==> config.mk <==
export PLATFORM = sky130hd
export DESIGN_NAME = r5_input_collector_flat
export DESIGN_NICKNAME = d
export VERILOG_FILES = /design/src/rtl/r5_input_collector_if.sv /design/src/rtl/r5_input_collector.sv /design/src/flat_wrapper.sv
export SDC_FILE = /design/constraint.sdc
export NUM_CORES = 1
export LEC_CHECK = 0
export ABC_AREA = 1
export BUFFER_PORTS_ARGS = -buffer_cell sky130_fd_sc_hd__buf_2
export CAP_MARGIN = 10
export CORE_UTILIZATION = 40
export DETAILED_ROUTE_END_ITERATION = 7
export GPL_TIMING_DRIVEN = 0
export PLACE_DENSITY_LB_ADDON = 0.25
export SETUP_SLACK_MARGIN = 0.15
export SYNTH_ARGS = -nofsm -noshare
export SYNTH_HDL_FRONTEND = slang
export SYNTH_SLANG_ARGS = --single-unit
==> constraint.sdc <==
create_clock -name clk -period 4.8 [get_ports clk]
set_input_delay 0.72 -clock clk [delete_from_list [all_inputs] [get_ports clk]]
set_output_delay 0.72 -clock clk [all_outputs]
set_load 0.005 [all_outputs]
==> src/rtl/r5_input_collector_if.sv <==
// ----------------------------------------------------------------------------
// r5_input_collector_if
//   Bundles the sample-in and set-out handshakes of the radix-5 input
//   collector.
//
//   master : the environment side. It drives the input samples and out_ready,
//            and observes the set outputs.
//   slave  : the collector side. It accepts samples and presents sets.
//
//   Signals
//     in_valid/in_ready  sample handshake; in_sof marks the first sample of a group
//     in_re/in_img       complex sample, DW bits per part (IEEE-754 single)
//     out_valid/out_ready set handshake
//     xN_re/xN_img       set entries 0..4 (x0 = first sample of the group)
//     align_err          sticky group-restart indicator
// ----------------------------------------------------------------------------
interface r5_input_collector_if #(
    parameter int DW = 32
) ();
    logic          in_valid;
    logic          in_ready;
    logic          in_sof;
    logic [DW-1:0] in_re;
    logic [DW-1:0] in_img;

    logic          out_valid;
    logic          out_ready;
    logic [DW-1:0] x0_re;
    logic [DW-1:0] x1_re;
    logic [DW-1:0] x2_re;
    logic [DW-1:0] x3_re;
    logic [DW-1:0] x4_re;
    logic [DW-1:0] x0_img;
    logic [DW-1:0] x1_img;
    logic [DW-1:0] x2_img;
    logic [DW-1:0] x3_img;
    logic [DW-1:0] x4_img;

    logic          align_err;

    modport master (
        output in_valid, in_sof, in_re, in_img, out_ready,
        input  in_ready, out_valid,
        input  x0_re, x1_re, x2_re, x3_re, x4_re,
        input  x0_img, x1_img, x2_img, x3_img, x4_img,
        input  align_err
    );

    modport slave (
        input  in_valid, in_sof, in_re, in_img, out_ready,
        output in_ready, out_valid,
        output x0_re, x1_re, x2_re, x3_re, x4_re,
        output x0_img, x1_img, x2_img, x3_img, x4_img,
        output align_err
    );
endinterface

==> src/rtl/r5_input_collector.sv <==
// ----------------------------------------------------------------------------
// r5_input_collector
//   Serial-to-parallel front end for the radix-5 FFT butterfly. The block
//   accepts one complex sample per handshake and groups five consecutive
//   samples into one operand set x0..x4. It uses two ping-pong banks, so the
//   input keeps streaming while downstream holds a completed set.
//
//   Ports
//     clk   system clock, rising edge
//     rst   synchronous active-high reset
//     bus   r5_input_collector_if.slave (sample in, set out, align_err)
//
//   Data is passed bit-exact. No floating-point interpretation is done.
// ----------------------------------------------------------------------------
module r5_input_collector #(
    parameter int DW = 32
) (
    input  logic                 clk,
    input  logic                 rst,
    r5_input_collector_if.slave  bus
);
    localparam int NSAMP = 5;

    typedef logic [DW-1:0] word_t;

    // Two banks of five complex entries.
    word_t      re_q  [2][NSAMP];
    word_t      img_q [2][NSAMP];

    logic [1:0] full_q,      full_d;
    logic       wr_bank_q,   wr_bank_d;
    logic       rd_bank_q,   rd_bank_d;
    logic [2:0] wr_idx_q,    wr_idx_d;
    logic       align_err_q, align_err_d;

    logic       in_rdy;
    logic       accept;
    logic       drain;
    logic [2:0] idx;

    // Ready depends only on registers, plus rst so nothing is taken while
    // the block is being cleared.
    assign in_rdy = !rst && !full_q[wr_bank_q];
    assign accept = bus.in_valid && in_rdy;
    assign drain  = full_q[rd_bank_q] && bus.out_ready;

    // An accepted start-of-group always writes entry 0. This discards any
    // partial group in the current bank.
    assign idx = bus.in_sof ? 3'd0 : wr_idx_q;

    // ------------------------------------------------------------------
    // Control next-state
    // ------------------------------------------------------------------
    always_comb begin
        full_d      = full_q;
        wr_bank_d   = wr_bank_q;
        rd_bank_d   = rd_bank_q;
        wr_idx_d    = wr_idx_q;
        align_err_d = align_err_q;

        // Drain first. A completing write always targets the other bank,
        // because a full bank blocks writes, so both updates can coexist.
        if (drain) begin
            full_d[rd_bank_q] = 1'b0;
            rd_bank_d         = ~rd_bank_q;
        end

        if (accept) begin
            if (bus.in_sof && (wr_idx_q != 3'd0))
                align_err_d = 1'b1;

            if (idx == 3'(NSAMP - 1)) begin
                full_d[wr_bank_q] = 1'b1;
                wr_bank_d         = ~wr_bank_q;
                wr_idx_d          = 3'd0;
            end else begin
                wr_idx_d = idx + 3'd1;
            end
        end
    end

    always_ff @(posedge clk) begin
        if (rst) begin
            full_q      <= '0;
            wr_bank_q   <= 1'b0;
            rd_bank_q   <= 1'b0;
            wr_idx_q    <= '0;
            align_err_q <= 1'b0;
        end else begin
            full_q      <= full_d;
            wr_bank_q   <= wr_bank_d;
            rd_bank_q   <= rd_bank_d;
            wr_idx_q    <= wr_idx_d;
            align_err_q <= align_err_d;
        end
    end

    // ------------------------------------------------------------------
    // Sample storage. Storage is cleared on reset so the set outputs read
    // zero afterwards.
    // ------------------------------------------------------------------
    always_ff @(posedge clk) begin
        if (rst) begin
            for (int b = 0; b < 2; b++) begin
                for (int e = 0; e < NSAMP; e++) begin
                    re_q[b][e]  <= '0;
                    img_q[b][e] <= '0;
                end
            end
        end else if (accept) begin
            re_q[wr_bank_q][idx]  <= bus.in_re;
            img_q[wr_bank_q][idx] <= bus.in_img;
        end
    end

    // ------------------------------------------------------------------
    // Outputs. They come straight from the read bank. A pending bank cannot
    // be written, so the set holds while out_ready is low.
    // ------------------------------------------------------------------
    assign bus.in_ready  = in_rdy;
    assign bus.out_valid = full_q[rd_bank_q];
    assign bus.align_err = align_err_q;

    assign bus.x0_re  = re_q[rd_bank_q][0];
    assign bus.x1_re  = re_q[rd_bank_q][1];
    assign bus.x2_re  = re_q[rd_bank_q][2];
    assign bus.x3_re  = re_q[rd_bank_q][3];
    assign bus.x4_re  = re_q[rd_bank_q][4];
    assign bus.x0_img = img_q[rd_bank_q][0];
    assign bus.x1_img = img_q[rd_bank_q][1];
    assign bus.x2_img = img_q[rd_bank_q][2];
    assign bus.x3_img = img_q[rd_bank_q][3];
    assign bus.x4_img = img_q[rd_bank_q][4];

endmodule
==> src/flat_wrapper.sv <==
// flat-port wrapper written by rule: the top's interface ports become plain ports
module r5_input_collector_flat 
#(
    parameter int DW = 32
)
  (clk, rst, bus_in_valid, bus_in_sof, bus_in_re, bus_in_img, bus_out_ready, bus_in_ready, bus_out_valid, bus_x0_re, bus_x1_re, bus_x2_re, bus_x3_re, bus_x4_re, bus_x0_img, bus_x1_img, bus_x2_img, bus_x3_img, bus_x4_img, bus_align_err);
  r5_input_collector_if #(.DW(DW)) bus_i ();
  input  logic clk;
  input  logic rst;
  input wire logic [$bits(bus_i.in_valid)-1:0] bus_in_valid;
  input wire logic [$bits(bus_i.in_sof)-1:0] bus_in_sof;
  input wire logic [$bits(bus_i.in_re)-1:0] bus_in_re;
  input wire logic [$bits(bus_i.in_img)-1:0] bus_in_img;
  input wire logic [$bits(bus_i.out_ready)-1:0] bus_out_ready;
  output wire logic [$bits(bus_i.in_ready)-1:0] bus_in_ready;
  output wire logic [$bits(bus_i.out_valid)-1:0] bus_out_valid;
  output wire logic [$bits(bus_i.x0_re)-1:0] bus_x0_re;
  output wire logic [$bits(bus_i.x1_re)-1:0] bus_x1_re;
  output wire logic [$bits(bus_i.x2_re)-1:0] bus_x2_re;
  output wire logic [$bits(bus_i.x3_re)-1:0] bus_x3_re;
  output wire logic [$bits(bus_i.x4_re)-1:0] bus_x4_re;
  output wire logic [$bits(bus_i.x0_img)-1:0] bus_x0_img;
  output wire logic [$bits(bus_i.x1_img)-1:0] bus_x1_img;
  output wire logic [$bits(bus_i.x2_img)-1:0] bus_x2_img;
  output wire logic [$bits(bus_i.x3_img)-1:0] bus_x3_img;
  output wire logic [$bits(bus_i.x4_img)-1:0] bus_x4_img;
  output wire logic [$bits(bus_i.align_err)-1:0] bus_align_err;
  assign bus_i.in_valid = bus_in_valid;
  assign bus_i.in_sof = bus_in_sof;
  assign bus_i.in_re = bus_in_re;
  assign bus_i.in_img = bus_in_img;
  assign bus_i.out_ready = bus_out_ready;
  assign bus_in_ready = bus_i.in_ready;
  assign bus_out_valid = bus_i.out_valid;
  assign bus_x0_re = bus_i.x0_re;
  assign bus_x1_re = bus_i.x1_re;
  assign bus_x2_re = bus_i.x2_re;
  assign bus_x3_re = bus_i.x3_re;
  assign bus_x4_re = bus_i.x4_re;
  assign bus_x0_img = bus_i.x0_img;
  assign bus_x1_img = bus_i.x1_img;
  assign bus_x2_img = bus_i.x2_img;
  assign bus_x3_img = bus_i.x3_img;
  assign bus_x4_img = bus_i.x4_img;
  assign bus_align_err = bus_i.align_err;
  r5_input_collector #(.DW(DW)) u_core (.clk(clk), .rst(rst), .bus(bus_i));
endmodule
# Yosys cells after proc, flatten, opt, wreduce, memory -nomap -nowiden
# Memory sizes are Yosys's and may differ from the RTL's. A register that Yosys moved wholly into a read port is not among the register bits.
# Index checks and enable logic that the tools add are counted.
word_totals:
  ram_bits: 640
  mem_count: 2
  reg_bits: 8
  word_cells: 65
mem_list:
  columns: ["memory", "words", "word_bits", "rd", "rd_clocked_by_memory_dff", "write_ports", "line_no", "source"]
  rows:
  - ["u_core.img_q", 2, 160, 1, 1, 2, "r5_input_collector.sv:28", "word_t img_q [2][NSAMP];"]
  - ["u_core.re_q", 2, 160, 1, 1, 2, "r5_input_collector.sv:27", "word_t re_q [2][NSAMP];"]
op_classes:
  muxes: 30
  bitwise: 6
  addsub: 1
  n_lt_le_gt_ge: 6
  n_reduce_logical: 14
  n_eq_ne: 1
op_table:
  columns: ["operator", "count"]
  rows:
  - ["two-way mux 160 bit", 5]
  - ["OR reduction 160 bit", 2]
  - ["demux 32 bit (select 3 bit)", 1]
  - ["two-way mux 32 bit", 1]
  - ["two-way mux 1 bit", 16]
  - ["logical AND 1 bit", 7]
  - ["two-way mux 2 bit", 3]
  - ["two-way mux 3 bit", 2]
  - ["greater-or-equal comparator 4 bit, second input constant", 1]
  - ["less-than comparator 1 x 2 -> 1 bit, second input constant", 2]
  - ["less-than comparator 4 x 1 -> 1 bit, second input constant", 1]
  - ["inverter 3 -> 4 bit", 1]
  - ["AND reduction 2 bit", 2]
  - ["adder 3 x 1 -> 3 bit, second input constant", 1]
  - ["== test 3 bit, second input constant", 1]
  - ["nonzero test 3 bit", 1]
  - ["bitwise AND 2 bit", 1]
  - ["demux 1 bit (select 1 bit)", 2]
  - ["greater-or-equal comparator 1 bit, second input constant", 2]
  - ["zero test 1 bit", 2]
  - ["inverter 1 bit", 2]
  - ["inverter 2 bit", 1]
  - ["bitwise OR 2 bit", 1]

# Longest topological paths before layout
logic_depth:
  word_depth: 10
  depth_mapped: 10
  depth_no_buf: 8

# Worst setup path before layout
# Ideal clock, no wire load.
synth_timing:
  path_kind: "input port to flip-flop"
  startpoint: "input port rst"
  endpoint: "memory u_core.img_q[1][100] (netlist bit), enable pin"
  slack_ps: 105
  setup_time_ps: 486
  required_ps: 4314
  t_arrival_ps: 4209
  cell_stages: 9
  cell_sequence: "buf_2 > inv_2 > nand2_1 > nor2_4 > nand3_1 > buf_2 > nand2_1 > nand2_1 > nor2_1"
synth_rtl:
  columns: ["item", "line_no", "source"]
  rows:
  - ["from (decl)", "flat_wrapper.sv:9", "input logic rst;"]
  - ["to (decl)", "r5_input_collector.sv:28", null]

==> flow_summary.yaml <==
outcome:
  status: "finished clean"
power_and_ir_drop:
  power_density_nw_per_um2: 394.0
  total_power_mw: 12.56
  vdd_drop_max_mv: 0.3299
  p_leak_nw: 13.36
placed_design:
  port_buffers: 390
  dpl.hpwl_um: 53070
  place_congestion: 0.8135
  placedCellCount: 2989
clocking:
  cts_tree: "done"
  cts.reportedPaths.clkPinSlew_ps: 60
  cts.path.max_buffers: 3
  post_cts_resized: 0
  cts.sinks: 649
  insertion_delay_ps: 600
  htree_levels: 3
  cts_setup_buffers: 0
  ctsHoldBuffers: 0
  root_buffer: "clkbuf_16"
  cts_inserted_buffers: 70
route:
  drtAntennaViolNets: 0
  route.vias.total: 15850
  drt_iter0_drc: 1230
  wl_um: 79970
  viasPerCell: 5.091
  firstDrtPassIters: 5
  drcViolationCount: 0
  wl_per_cell_um: 25.69
global_route:
  antenna_found_initial: 12
  grt_pass1_vias: 16450
  gr-total-overflow: 0
  grt_pass1_wl_um: 113600
  grtUsageTotal_pct: 23.81
  grt_max_degree: 46
timing:
  finClkSkew_ps: 19.36
  maxSlewHeadroom_pct: 35.01
  hold_viol: 0
  worstMarginPinSlew_ps: 974.8
  fin_crit_ps: 3494
  final-setup-viol-count: 0
  slew_viol_final: 0
  rsz0062_at_grt: "no"
  max_freq_mhz: 286.2
  fin_crit_sh_pct: 72.80
floorplanning:
  die_w_um: 258.5
  start_util_pct: 40.68
  io-pin-count: 392
  rows: 93
  die_height_um: 258.5
  coreArea_sq_um: 64700
  die-area_sq_um: 66820
finish:
  final_common_cell: "edfxtp_1"
  final_cell_mix: "edfxtp_1, buf_2, nor2_1"
  fin_cells: 3113
  multi_input_area_sq_um: 5834
  drive_gt1_share_pct: 40.59
  area_growth_pct: 21.16
  final_util_pct: 49.28
  seqCellArea_sq_um: 19400
  nets: 2275
  fillers: 5744
yosys:
  yosys.area_share.adder_pct: 0
  synth-simple-area-share_pct: 7.944
  synth_compound_area_share_pct: 0.2472
  synth_cell_types: 21
  syn_avg_cell_area_sq_um: 15.23
  synthCells: 1728
  syn_nets: 1797
  synthMuxAreaShare_pct: 13.69
  synth_top_family_by_area: "multiplexers"
  ys_top_cells_by_area: "edfxtp_1, mux2_2, nor2_1"
  synth-seq-cells: 649
  syn-cell-area_sq_um: 26320
  yosysTopAreaCellShare_pct: 73.02
  synth_area_leader_cell: "edfxtp_1"
  synth_seq_area_share_pct: 73.71
  synth_xor_area_share_pct: 0
  yosys_warnings: 0
flow_run:
  cap_violations: 0
min_path:
  hp-class: "in -> reg"
  worstHoldStart: "rst"
critical_path:
  crit_buf_inv: 4
  slowest_delay_ps: 550
  crit_path_max_fanout: 10
  arrival_ps: 2770
  path_delay_family: "buffers and inverters"
  endpoint_kind: "output port"
  cp.required_ps: 4080
  crit_chain: "clkbuf_1 > clkbuf_1 > buf_2 > mux2_2 > buf_2"
  startpoint_type: "flop"
  crit_slowest_cell: "buf_2"
  regToRegStartpoint: "u_core.wr_bank_q"
  crit_type: "reg -> out"
state kept, by name (all words and copies together) (netlist names), named ones only:
register              cells
u_core.bus.align_err      1
u_core.wr_bank_q          1
u_core.wr_idx_q           3
u_core.full_q             2
u_core.re_q             320
u_core.rd_bank_q          1
u_core.img_q            320
final timing paths:
path	slack (ps)	endpoint	cells after the start
hold reg to reg	490	u_core.full_q[0]	2
hold / removal	410	u_core.full_q[1]	2
setup reg to reg	1620	u_core.img_q[1][140]	6
setup / recovery	1310	bus_x0_re[14]	5
routing by layer:
layer  up-vias  track usage [%]  part of all wire [%]
met5         -                0                  0.16
met4        20            5.736                   1.7
met3       118            6.279                   8.0
met2       616            39.89                    49
met1      8020            30.81                    41
li1       7075                -                     -
Yosys cell counts:
cell type / number
inv_1: 133
o21ai_0: 2
edfxtp_1: 640
nand2_1: 28
buf_1: 4
nand2_4: 1
buf_6: 28
a21oi_1: 10
nand3_1: 71
clkbuf_1: 13
nand2_2: 1
mux2_2: 320
nor2_4: 3
buf_2: 42
inv_2: 3
nand3_2: 5
nor2_2: 2
nor2_1: 404
buf_4: 8
o21ai_1: 1
dfxtp_1: 9
area by class of cell:
class	instances	share of cell area, %
Timing Repair Buffer	406	7.314
Tap cell	855	3.355
Clock inverter	23	0.5808
Sequential cell	649	60.84
Antenna cell	4	0.03139
Inverter	136	1.601
Buffer	95	2.037
Clock buffer	97	5.945
Multi-Input combinational cell	848	18.30
where the power goes:
group / total [mW] / internal (mW) / switching, mW
Combinational: 0.890 / 0.309 / 0.581
Sequential: 6.63 / 6.56 / 0.0710
Clock: 5.04 / 2.87 / 2.18
Total: 12.6 / 9.73 / 2.83
through the flow:
stage	setup TNS, ps	setup slack [ps]	instance area [sq um]	hold WS (ps)
detailed placement	0	1406	29790	477.2
CTS	0	1192	31880	383.3
floorplan	0	105.0	26320	457.0
finish	0	1306	31890	409.7
global placement	-996680	-3926	29340	474.0
global route	0	1027	31880	406.3
worst reg2reg max path: stages, from the launching register on:
cell and delay [ps]:
dfxtp_1 300, buf_2 250, buf_1 680, clkbuf_1 640
nand2_1 200, nand2_4 410, buf_16 330
logic make-up after synthesis:
family,Yosys count
compound gates,13
buf+inv,231
flops,649
mux,320
simple gates,515
(Power assumes the default switching activity.)
